File: src/rtl/rx_packet_deframer_pkg.sv
// Shared encodings for the packet deframer: parser states and drop-cause codes.
// Both the deframer top and its payload FIFO import this package.
package rx_packet_deframer_pkg;

    typedef enum logic [2:0] {
        ST_HUNT    = 3'd0,
        ST_IDLE    = 3'd1,
        ST_SEQ     = 3'd2,
        ST_PAYLOAD = 3'd3,
        ST_CHECK   = 3'd4
    } state_t;

    typedef enum logic [1:0] {
        ERR_ABORT    = 2'd0,
        ERR_BADLEN   = 2'd1,
        ERR_CHKSUM   = 2'd2,
        ERR_OVERFLOW = 2'd3
    } err_t;

endpackage

File: src/rtl/rx_pkt_fifo.sv
// Store-and-forward payload FIFO with separate write, commit and read pointers.
// Uncommitted bytes can be rewound without disturbing committed data.
module rx_pkt_fifo
    import rx_packet_deframer_pkg::*;
#(
    parameter int ADDR_W = 6
) (
    input  logic       clk,
    input  logic       rst_n,
    input  logic       i_wr_en,
    input  logic [8:0] i_wr_data,
    input  logic       i_commit,
    input  logic       i_rewind,
    input  logic       i_rd_ready,
    output logic [8:0] o_rd_data,
    output logic       o_valid,
    output logic       o_full
);

    localparam int              DEPTH    = 2 ** ADDR_W;
    localparam logic [ADDR_W:0] FULL_CNT = {1'b1, {ADDR_W{1'b0}}};

    logic [ADDR_W:0] r_wr_ptr;
    logic [ADDR_W:0] r_cm_ptr;
    logic [ADDR_W:0] r_rd_ptr;
    logic [8:0]      r_mem [DEPTH];

    logic [ADDR_W:0] w_used;
    logic            w_wr_fire;
    logic            w_rd_fire;

    assign w_used    = r_wr_ptr - r_rd_ptr;
    assign o_full    = (w_used == FULL_CNT);
    assign o_valid   = (r_rd_ptr != r_cm_ptr);
    assign o_rd_data = r_mem[r_rd_ptr[ADDR_W-1:0]];
    assign w_wr_fire = i_wr_en && !o_full;
    assign w_rd_fire = o_valid && i_rd_ready;

    // NOTE: sequential state uses non-blocking assignments so every register
    // samples pre-edge values, regardless of block ordering.
    always_ff @(posedge clk or negedge rst_n) begin
        if (!rst_n) begin
            r_wr_ptr <= '0;
            r_cm_ptr <= '0;
            r_rd_ptr <= '0;
        end else begin
            if (i_rewind) begin
                r_wr_ptr <= r_cm_ptr;
            end else if (w_wr_fire) begin
                r_wr_ptr <= r_wr_ptr + 1'b1;
            end
            if (i_commit) begin
                r_cm_ptr <= r_wr_ptr;
            end
            if (w_rd_fire) begin
                r_rd_ptr <= r_rd_ptr + 1'b1;
            end
        end
    end

    // NOTE: storage is deliberately not reset; pointers alone define which
    // entries are meaningful, and a reset-free array maps onto RAM.
    always_ff @(posedge clk) begin
        if (w_wr_fire) begin
            r_mem[r_wr_ptr[ADDR_W-1:0]] <= i_wr_data;
        end
    end

endmodule

File: src/rtl/rx_packet_deframer.sv
// Parses LEN/SEQ/payload/CHK packets from the 8b10b byte stream, checks length
// and checksum, and releases only good payloads through the store-and-forward FIFO.
module rx_packet_deframer
    import rx_packet_deframer_pkg::*;
#(
    parameter int ADDR_W  = 6,
    parameter int MAX_LEN = 32
) (
    input  logic       clk_x8,
    input  logic       rst_n,
    input  logic [7:0] d_in,
    input  logic       d_in_valid,
    input  logic       reframe,
    output logic [7:0] m_data,
    output logic       m_last,
    output logic       m_valid,
    input  logic       m_ready,
    output logic       pkt_ok,
    output logic       pkt_err,
    output logic [1:0] err_code,
    output logic [7:0] pkt_seq,
    output logic       synced
);

    localparam logic [7:0] MAX_LEN_B = 8'(MAX_LEN);

    state_t     r_state;
    logic [7:0] r_sum;
    logic [7:0] r_rem;
    logic [7:0] r_seq;
    logic       r_ovf;
    logic       r_pkt_ok;
    logic       r_pkt_err;
    err_t       r_err_code;
    logic [7:0] r_pkt_seq;

    state_t     w_state_nxt;
    logic [7:0] w_sum_nxt;
    logic [7:0] w_rem_nxt;
    logic [7:0] w_seq_nxt;
    logic       w_ovf_nxt;
    logic [7:0] w_sum_add;
    logic       w_wr_en;
    logic       w_commit;
    logic       w_rewind;
    logic       w_ok;
    logic       w_err;
    err_t       w_err_cause;
    logic       w_full;
    logic [8:0] w_rd_data;

    assign w_sum_add = r_sum + d_in;

    // NOTE: every always_comb output gets a default first so no path infers a latch.
    always_comb begin
        w_state_nxt = r_state;
        w_sum_nxt   = r_sum;
        w_rem_nxt   = r_rem;
        w_seq_nxt   = r_seq;
        w_ovf_nxt   = r_ovf;
        w_wr_en     = 1'b0;
        w_commit    = 1'b0;
        w_rewind    = 1'b0;
        w_ok        = 1'b0;
        w_err       = 1'b0;
        w_err_cause = ERR_ABORT;

        if (reframe) begin
            // A comma resynchronises; any packet in flight is abandoned.
            unique case (r_state)
                ST_HUNT, ST_IDLE: w_state_nxt = ST_IDLE;
                default: begin
                    w_err       = 1'b1;
                    w_err_cause = ERR_ABORT;
                    w_rewind    = 1'b1;
                    w_state_nxt = ST_IDLE;
                end
            endcase
        end else if (d_in_valid) begin
            unique case (r_state)
                ST_HUNT: ;
                ST_IDLE: begin
                    if (d_in != 8'd0 && d_in <= MAX_LEN_B) begin
                        w_rem_nxt   = d_in;
                        w_sum_nxt   = d_in;
                        w_ovf_nxt   = 1'b0;
                        w_state_nxt = ST_SEQ;
                    end else begin
                        w_err       = 1'b1;
                        w_err_cause = ERR_BADLEN;
                        w_state_nxt = ST_HUNT;
                    end
                end
                ST_SEQ: begin
                    w_seq_nxt   = d_in;
                    w_sum_nxt   = w_sum_add;
                    w_state_nxt = ST_PAYLOAD;
                end
                ST_PAYLOAD: begin
                    w_sum_nxt = w_sum_add;
                    w_rem_nxt = r_rem - 1'b1;
                    if (w_full) begin
                        w_ovf_nxt = 1'b1;
                    end else begin
                        w_wr_en = 1'b1;
                    end
                    if (r_rem == 8'd1) begin
                        w_state_nxt = ST_CHECK;
                    end
                end
                ST_CHECK: begin
                    w_sum_nxt   = w_sum_add;
                    w_state_nxt = ST_IDLE;
                    if (r_ovf) begin
                        w_err       = 1'b1;
                        w_err_cause = ERR_OVERFLOW;
                        w_rewind    = 1'b1;
                    end else if (w_sum_add != 8'd0) begin
                        w_err       = 1'b1;
                        w_err_cause = ERR_CHKSUM;
                        w_rewind    = 1'b1;
                    end else begin
                        w_ok     = 1'b1;
                        w_commit = 1'b1;
                    end
                end
                default: w_state_nxt = ST_HUNT;
            endcase
        end
    end

    always_ff @(posedge clk_x8 or negedge rst_n) begin
        if (!rst_n) begin
            r_state    <= ST_HUNT;
            r_sum      <= '0;
            r_rem      <= '0;
            r_seq      <= '0;
            r_ovf      <= 1'b0;
            r_pkt_ok   <= 1'b0;
            r_pkt_err  <= 1'b0;
            r_err_code <= ERR_ABORT;
            r_pkt_seq  <= '0;
        end else begin
            r_state   <= w_state_nxt;
            r_sum     <= w_sum_nxt;
            r_rem     <= w_rem_nxt;
            r_seq     <= w_seq_nxt;
            r_ovf     <= w_ovf_nxt;
            r_pkt_ok  <= w_ok;
            r_pkt_err <= w_err;
            if (w_err) begin
                r_err_code <= w_err_cause;
            end
            if (w_ok) begin
                r_pkt_seq <= r_seq;
            end
        end
    end

    rx_pkt_fifo #(
        .ADDR_W (ADDR_W)
    ) u_fifo (
        .clk        (clk_x8),
        .rst_n      (rst_n),
        .i_wr_en    (w_wr_en),
        .i_wr_data  ({r_rem == 8'd1, d_in}),
        .i_commit   (w_commit),
        .i_rewind   (w_rewind),
        .i_rd_ready (m_ready),
        .o_rd_data  (w_rd_data),
        .o_valid    (m_valid),
        .o_full     (w_full)
    );

    assign {m_last, m_data} = w_rd_data;
    assign pkt_ok   = r_pkt_ok;
    assign pkt_err  = r_pkt_err;
    assign err_code = r_err_code;
    assign pkt_seq  = r_pkt_seq;
    assign synced   = (r_state != ST_HUNT);

endmodule

File: config.mk
export PLATFORM = sky130hd
export DESIGN_NAME = rx_packet_deframer
export DESIGN_NICKNAME = d
export VERILOG_FILES = /design/src/rtl/rx_packet_deframer_pkg.sv /design/src/rtl/rx_pkt_fifo.sv /design/src/rtl/rx_packet_deframer.sv
export SDC_FILE = /design/constraint.sdc
export NUM_CORES = 1
export LEC_CHECK = 0
export ABC_CLOCK_PERIOD_IN_PS = 5200
export CORE_MARGIN = 5
export CORE_UTILIZATION = 41
export DETAILED_ROUTE_END_ITERATION = 8
export PLACE_DENSITY = 0.53
export REMOVE_ABC_BUFFERS = 1
export SLEW_MARGIN = 5
export SYNTH_ARGS = -nofsm -noshare
export SYNTH_HDL_FRONTEND = slang
export SYNTH_SLANG_ARGS = --single-unit
File: constraint.sdc
create_clock -name clk_x8 -period 5.2 [get_ports clk_x8]
set_input_delay 1.04 -clock clk_x8 [delete_from_list [all_inputs] [get_ports clk_x8]]
set_output_delay 1.04 -clock clk_x8 [all_outputs]
set_load 0.005 [all_outputs]
* Word level (Yosys, flattened, before mapping)
Memories as Yosys holds them, arrays and structs flattened.
Index checks and enable logic that the tools add are counted.
** Cells by class
- $add $sub $neg :: 5
- Muxes and demuxes :: 40
- Reductions and logical operators :: 19
- Equal/unequal tests :: 11
- $lt $le $gt $ge :: 1
- Bitwise gates (word level) :: 1
** Operators with widths (count)
- 8-bit case mux with 2 select lines :: 2
- 1-bit two-way mux :: 23
- 8-bit nonzero test :: 2
- 3-bit case mux with 5 select lines :: 1
- 7-bit by 1-bit adder with 7-bit output (second input constant) :: 2
- 7-bit two-way mux :: 2
- 2-bit two-way mux :: 5
- 3-bit two-way mux :: 3
- 8-bit adder :: 1
- 8-bit by 1-bit == test with 1-bit output (second input constant) :: 1
- 8-bit by 6-bit less-or-equal comparator with 1-bit output (second input constant) :: 1
- 8-bit two-way mux :: 1
- 4-bit AND reduction :: 2
- 2-bit nonzero test :: 4
- 8-bit by 1-bit subtractor with 8-bit output (second input constant) :: 1
- 7-bit == test (second input constant) :: 1
- 7-bit != test :: 1
- 7-bit subtractor :: 1
- 3-bit by 2-bit == test with 1-bit output (second input constant) :: 2
- 3-bit AND reduction :: 2
- 5-bit AND reduction :: 1
- 2-bit != test (second input constant) :: 2
- 1-bit case mux with 2 select lines :: 2
- 2-bit case mux with 2 select lines :: 1
- other kinds (11) :: 13
** Word-level totals
- Memories :: 1
- Output and inout port bits :: 23
- Bits of input ports :: 13
- RAM bits :: 576
- Logic and storage cells :: 90
- Register bits :: 61
** Memory list
- u_fifo.r_mem :: depth 64, bits a word 9, read ports 1, clocked after Yosys merged registers in 0, wr ports 1, line rx_pkt_fifo.sv:26 : logic [8:0] r_mem [DEPTH];

* Longest topological paths before layout
- Depth in word-level cells :: 9
- Mapped depth :: 12
- Depth with buffers taken out :: 9

* Cells and area by module
From an unflattened synthesis, not the netlist that was laid out.
** Second synthesis, totals
- Cells, all modules :: 1439
- Area, all modules :: 25959.9 um2
** By module, submodules not included
- rx_pkt_fifo :: cells an instance 1197, sequential area each 17822.1 um2, area an instance 23597.6 um2, instances 1
- rx_packet_deframer :: cells an instance 242, sequential area each 1001.0 um2, area an instance 2362.3 um2, instances 1

* Worst setup path before layout
Ideal clock, no wire load.
- Path kind :: input-to-reg
- Start :: input d_in[0]
- End :: register u_fifo.r_cm_ptr[2]
- Data required time :: 5072 ps
- Library setup time :: 128 ps
- Stages :: 9
- Arrival time :: 3459 ps
- Path slack :: 1614 ps
- Buffers on the path :: 2
- Cells stage by stage :: ha_1 -> fa_1 -> or4_1 -> nor4_2 -> nand3_2 -> or2_1 -> buf_2 -> buf_6 -> mux2_1
** On the way
- Cells in the longest elaborated chain, start to end :: 7
** RTL lines
- start, declared :: line rx_packet_deframer.sv:11 : input logic [7:0] d_in,
- 8-bit adder :: line rx_packet_deframer.sv:52 : assign w_sum_add = r_sum + d_in;
- 8-bit nonzero test :: line rx_packet_deframer.sv:118 : end else if (w_sum_add != 8'd0) begin
- 1-bit two-way mux :: line rx_packet_deframer.sv:118
- 1-bit two-way mux :: line rx_packet_deframer.sv:114 : if (r_ovf) begin
- 1-bit two-way mux :: line rx_packet_deframer.sv:80 : unique case (r_state)
- 1-bit two-way mux :: line rx_packet_deframer.sv:79 : end else if (d_in_valid) begin
- 1-bit two-way mux :: line rx_packet_deframer.sv:68 : if (reframe) begin
- end signal, assigned :: line rx_pkt_fifo.sv:53 : r_cm_ptr <= r_wr_ptr;
- end, declared :: line rx_pkt_fifo.sv:24 : logic [ADDR_W:0] r_cm_ptr;
Every way passes these cells.
A chain may end at the register's enable or synchronous reset.

* Worst setup path after layout
- Start :: register u_fifo.r_rd_ptr[1]
- End :: output m_data[3]
** On the way
- Cells in the longest elaborated chain, start to end :: 1
** RTL lines
- start, declared :: line rx_pkt_fifo.sv:25 : logic [ADDR_W:0] r_rd_ptr;
- start signal, assigned :: line rx_pkt_fifo.sv:56 : r_rd_ptr <= r_rd_ptr + 1'b1;
- memory read 64 x 9 bit
- end, declared :: line rx_packet_deframer.sv:14 : output logic [7:0] m_data,
Every way passes these cells.

==> summary.md <==
| Metric | Value |
|---|---|
| Outcome | finished clean |
| Number of standard-cell rows in the floorplan | 91 |
| Later-pin clock latency in the skew report | approximately 0.60 ns |
| Worst clock skew | approximately 0.019 ns |
| Sequential share of power | 0.404 |
| Data arrival at the endpoint of the critical path | around 3.9 ns |
| Die H | roughly 260 microns |
| Comb power frac | 0.269 |
| FF+latch count, synth | 637 |
| Ys flop type | sky130_fd_sc_hd__edfxtp_1 |
| Number of flops mapped to enable cells by yosys | 576 |
| Average wire length per cell after detail routing | ~27 microns |
| Global-route wire length before repair | a little over 90 mm |
| Count of unresolved DRC violations after routing | 0 |
| Share of layout cells above drive strength 1 | 0.303 |
| Reg-to-Reg Start | u_fifo.r_rd_ptr[1] |
| Hold-fix buffer count after cts | 0 |
| Tightest slew margin relative to the limit | 0.234 |
| Count of input and output buffers | 35 |
| Global route overflow | 0 |
| Routing usage on met2 | 0.298 |
| Count of clock tree sinks | between 600 and 700 |
| Overall via count from detail_route | ~12k |
| Clock power frac | 0.326 |
| IO Count | 36 |
| Reported leakage power | about 9.9 nW |
| Synthesized area | approximately 26000 sq um |
| Start point of the worst hold path | r_seq[7] |
| Mapped Avg Cell Area | ~21 sq um |
| Worst slack on hold paths | ~0.48 ns |
| Maximum number of pins on one net before global-route repair | 69 |
| Number of global-route vias before repair | around 13k |
| Net Sw Frac | 0.279 |
| Routed wire length | 61.7 mm |
| Total power draw | between 10 and 15 mW |
| Final setup vio count | 0 |
| Reg-to-reg critical path endpoint | u_fifo.r_mem[19][8] |
| Drt via density | roughly 5.5 |
| Met3 Resource Use GR | 0.0425 |
| Antenna violations before repair | 10 |
| Async S/R FF share, synth | 0.0958 |
| Warnings from Yosys | 0 |
| Area of the die | roughly 68000 sq um |
| Number of failing hold endpoints at the final stage | 0 |
| Max Slew Vio Count | 0 |
| Total half-perimeter wirelength after legalization and detailed placement | 37.9 mm |
| Clock slew at the register clock pins of the worst setup and hold paths | 0.06 ns |
| CP Class | reg -> out |
| Syn Inst Count | 1234 |
| Class of the tightest hold or removal check | reg -> reg |
| Most crowded layer after global routing | met2 |
| Number of design-rule violations left by the first detailed-router iteration | around 950 |
| Type of element launching the critical path | flop |
| Unrepaired setup endpoints after global routing | no |
| Accumulated negative setup slack | 0 ns |
| Worst hold path depth | 1 |
| CTS tree | done |
| Count of cells along the worst register-to-register path | 10 |
| Cts repair resizes | 0 |
| Clock tree root buffer cell | sky130_fd_sc_hd__clkbuf_16 |
| Drt first pass iters | 7 |
| Total core area | 61800 sq um |
| Capturing element type of the critical path | output port |
| Die extent in x | roughly 260 microns |
| Internal Pwr Total | 10.4 mW |
| Fill cell count | 5155 |
| Routing usage on met1 | 0.259 |
| Number of H-tree branching levels | 3 |
| Count of cell types in the netlist | 62 |
| Clock Path Buffers | 3 |
| Sequential share of the synthesized area | 0.733 |
| Highest attainable clock frequency | 204 MHz |
| Minimum setup slack among reg-to-reg paths | about 1.4 ns |
| Endpoint required time on the critical path | ~4.2 ns |
| Effective utilization at floorplan | 0.415 |
| Area added between synthesis and finish | 16.1% |
| Maximum vdd drop | between 0.2 and 0.3 mV |
| TritonCTS buffer count | slightly below 70 |
| Antenna-violating nets left | 0 |
| Switching Power | 4.02 mW |
| # nets final | about 1.4k |
| Clock period minus worst slack | 4.91 ns |
| Ratio of final minimum period to clock period | 0.945 |
| Max-capacitance violation count | 0 |
| Overall routing resource usage | 0.186 |
| Crit-path max FO | 34 |
| Number of buffers inserted by post-CTS setup repair | 0 |
| Util after Layout | 0.482 |
| Final weighted congestion of routability-driven global placement | 0.774 |
| Measured slew at the worst slew-check pin | roughly 1.1 ns |
| Worst Hold Path EP | pkt_seq[7] |
| Total power density per cell area | ~480 nW/um^2 |
==> synth_stat cells, drive strengths merged (4+ instances only) <==
cell	n	area, sq um
nand3	10	55.1
nor2b	7	43.8
ha	17	213
o21a	4	30.0
o21ai	16	80.1
nor3	7	40.0
and2	4	25.0
edfxtp	576	17300
mux4	189	4260
a21oi	23	115
nand2	25	93.8
xnor2	16	140
xor2	11	96.3
clkbuf	36	135
mux2i	6	60.1
mux2	34	413
nor2	91	342
dfrtp	61	1530
inv	18	67.6
buf	26	166
nand4	7	43.8
==> power by group through the flow <==
stage	combinational (mW)	sequential, mW	clock, mW
floorplan	2.45	6.25	0
global placement	3.97	5.93	0
CTS	3.98	5.83	4.81
global route	4.16	5.84	5.04
finish	3.88	5.82	4.70
detailed placement	3.97	5.93	0
==> kinds of logic after synthesis <==
logic type,share of synthesized area
compound gates,0.0187
xor+xnor,0.00921
fa+ha+maj,0.00906
buf+inv,0.0144
flops,0.733
mux,0.184
simple gates,0.0313
==> final cells by class <==
class                   instances  area [sq um]  area share
diodes                          4          10.0    0.000336
clock buffers                  88          1880      0.0631
clock inverters                33           282     0.00945
inverters                      18          67.6     0.00227
multi-input cells             517          6480       0.218
flip-flops and latches        637         18800       0.632
well taps                     837          1050      0.0351
repair buffers                141          1200      0.0403
==> worst max-delay path, cell delays in order (launching register included) <==
cell and delay [ns]:
sky130_fd_sc_hd__dfrtp_4 0.83, sky130_fd_sc_hd__buf_12 0.33, sky130_fd_sc_hd__mux4_2 0.38, sky130_fd_sc_hd__mux4_2 0.58, sky130_fd_sc_hd__mux4_2 0.61, sky130_fd_sc_hd__clkdlybuf4s50_1 0.51
==> registers in the layout, indices dropped and copies added, names as in the netlist <==
name	count
r_rem	8
r_state	3
u_fifo.r_rd_ptr	7
pkt_ok	1
u_fifo.r_wr_ptr	7
u_fifo.r_cm_ptr	7
r_seq	8
u_fifo.r_mem	576
err_code	2
r_ovf	1
r_sum	8
pkt_err	1
pkt_seq	8
==> how the worst max path moves through the flow <==
stage	slack [ns]	end	startpoint	cells after the start
2_1_floorplan	-3.07	u_fifo.r_mem[40][0]	u_fifo.r_rd_ptr[0]	7
3_3_place_gp	0.85	m_last	u_fifo.r_rd_ptr[0]	5
3_5_place_dp	0.85	m_last	u_fifo.r_rd_ptr[0]	5
4_1_cts	0.20	m_last	u_fifo.r_rd_ptr[0]	5
5_1_grt	0.13	m_data[6]	u_fifo.r_rd_ptr[0]	5
6_report	0.29	m_data[3]	u_fifo.r_rd_ptr[1]	5
==> metrics by stage <==
stage	cell area (sq um)	setup WS, ns	std cells
6_report	29800	0.287	2275
3_3_place_gp	27600	0.854	2150
5_1_grt	29800	0.129	2271
4_1_cts	29800	0.195	2271
2_1_floorplan	25400	-3.07	1172
3_5_place_dp	27600	0.851	2150
==> routing by layer <==
metal / up-vias / part of all wire
met1: 6695 / 0.44
met5: - / 0.00032
li1: 5404 / -
met3: 83 / 0.054
met2: 300 / 0.49
met4: 2 / 0.022
==> placed cells by master (no fill, tap or decap), types with 15 or more instances in the layout <==
cell type,count
sky130_fd_sc_hd__mux4_2,189
sky130_fd_sc_hd__edfxtp_1,576
sky130_fd_sc_hd__clkinv_1,15
sky130_fd_sc_hd__nand2_1,25
sky130_fd_sc_hd__clkdlybuf4s50_1,26
sky130_fd_sc_hd__a21oi_1,23
sky130_fd_sc_hd__dfrtp_1,58
sky130_fd_sc_hd__clkbuf_16,72
sky130_fd_sc_hd__buf_4,98
sky130_fd_sc_hd__nor2_1,91
sky130_fd_sc_hd__xnor2_1,16
sky130_fd_sc_hd__ha_1,17
Power figures use the tool's default switching activity.
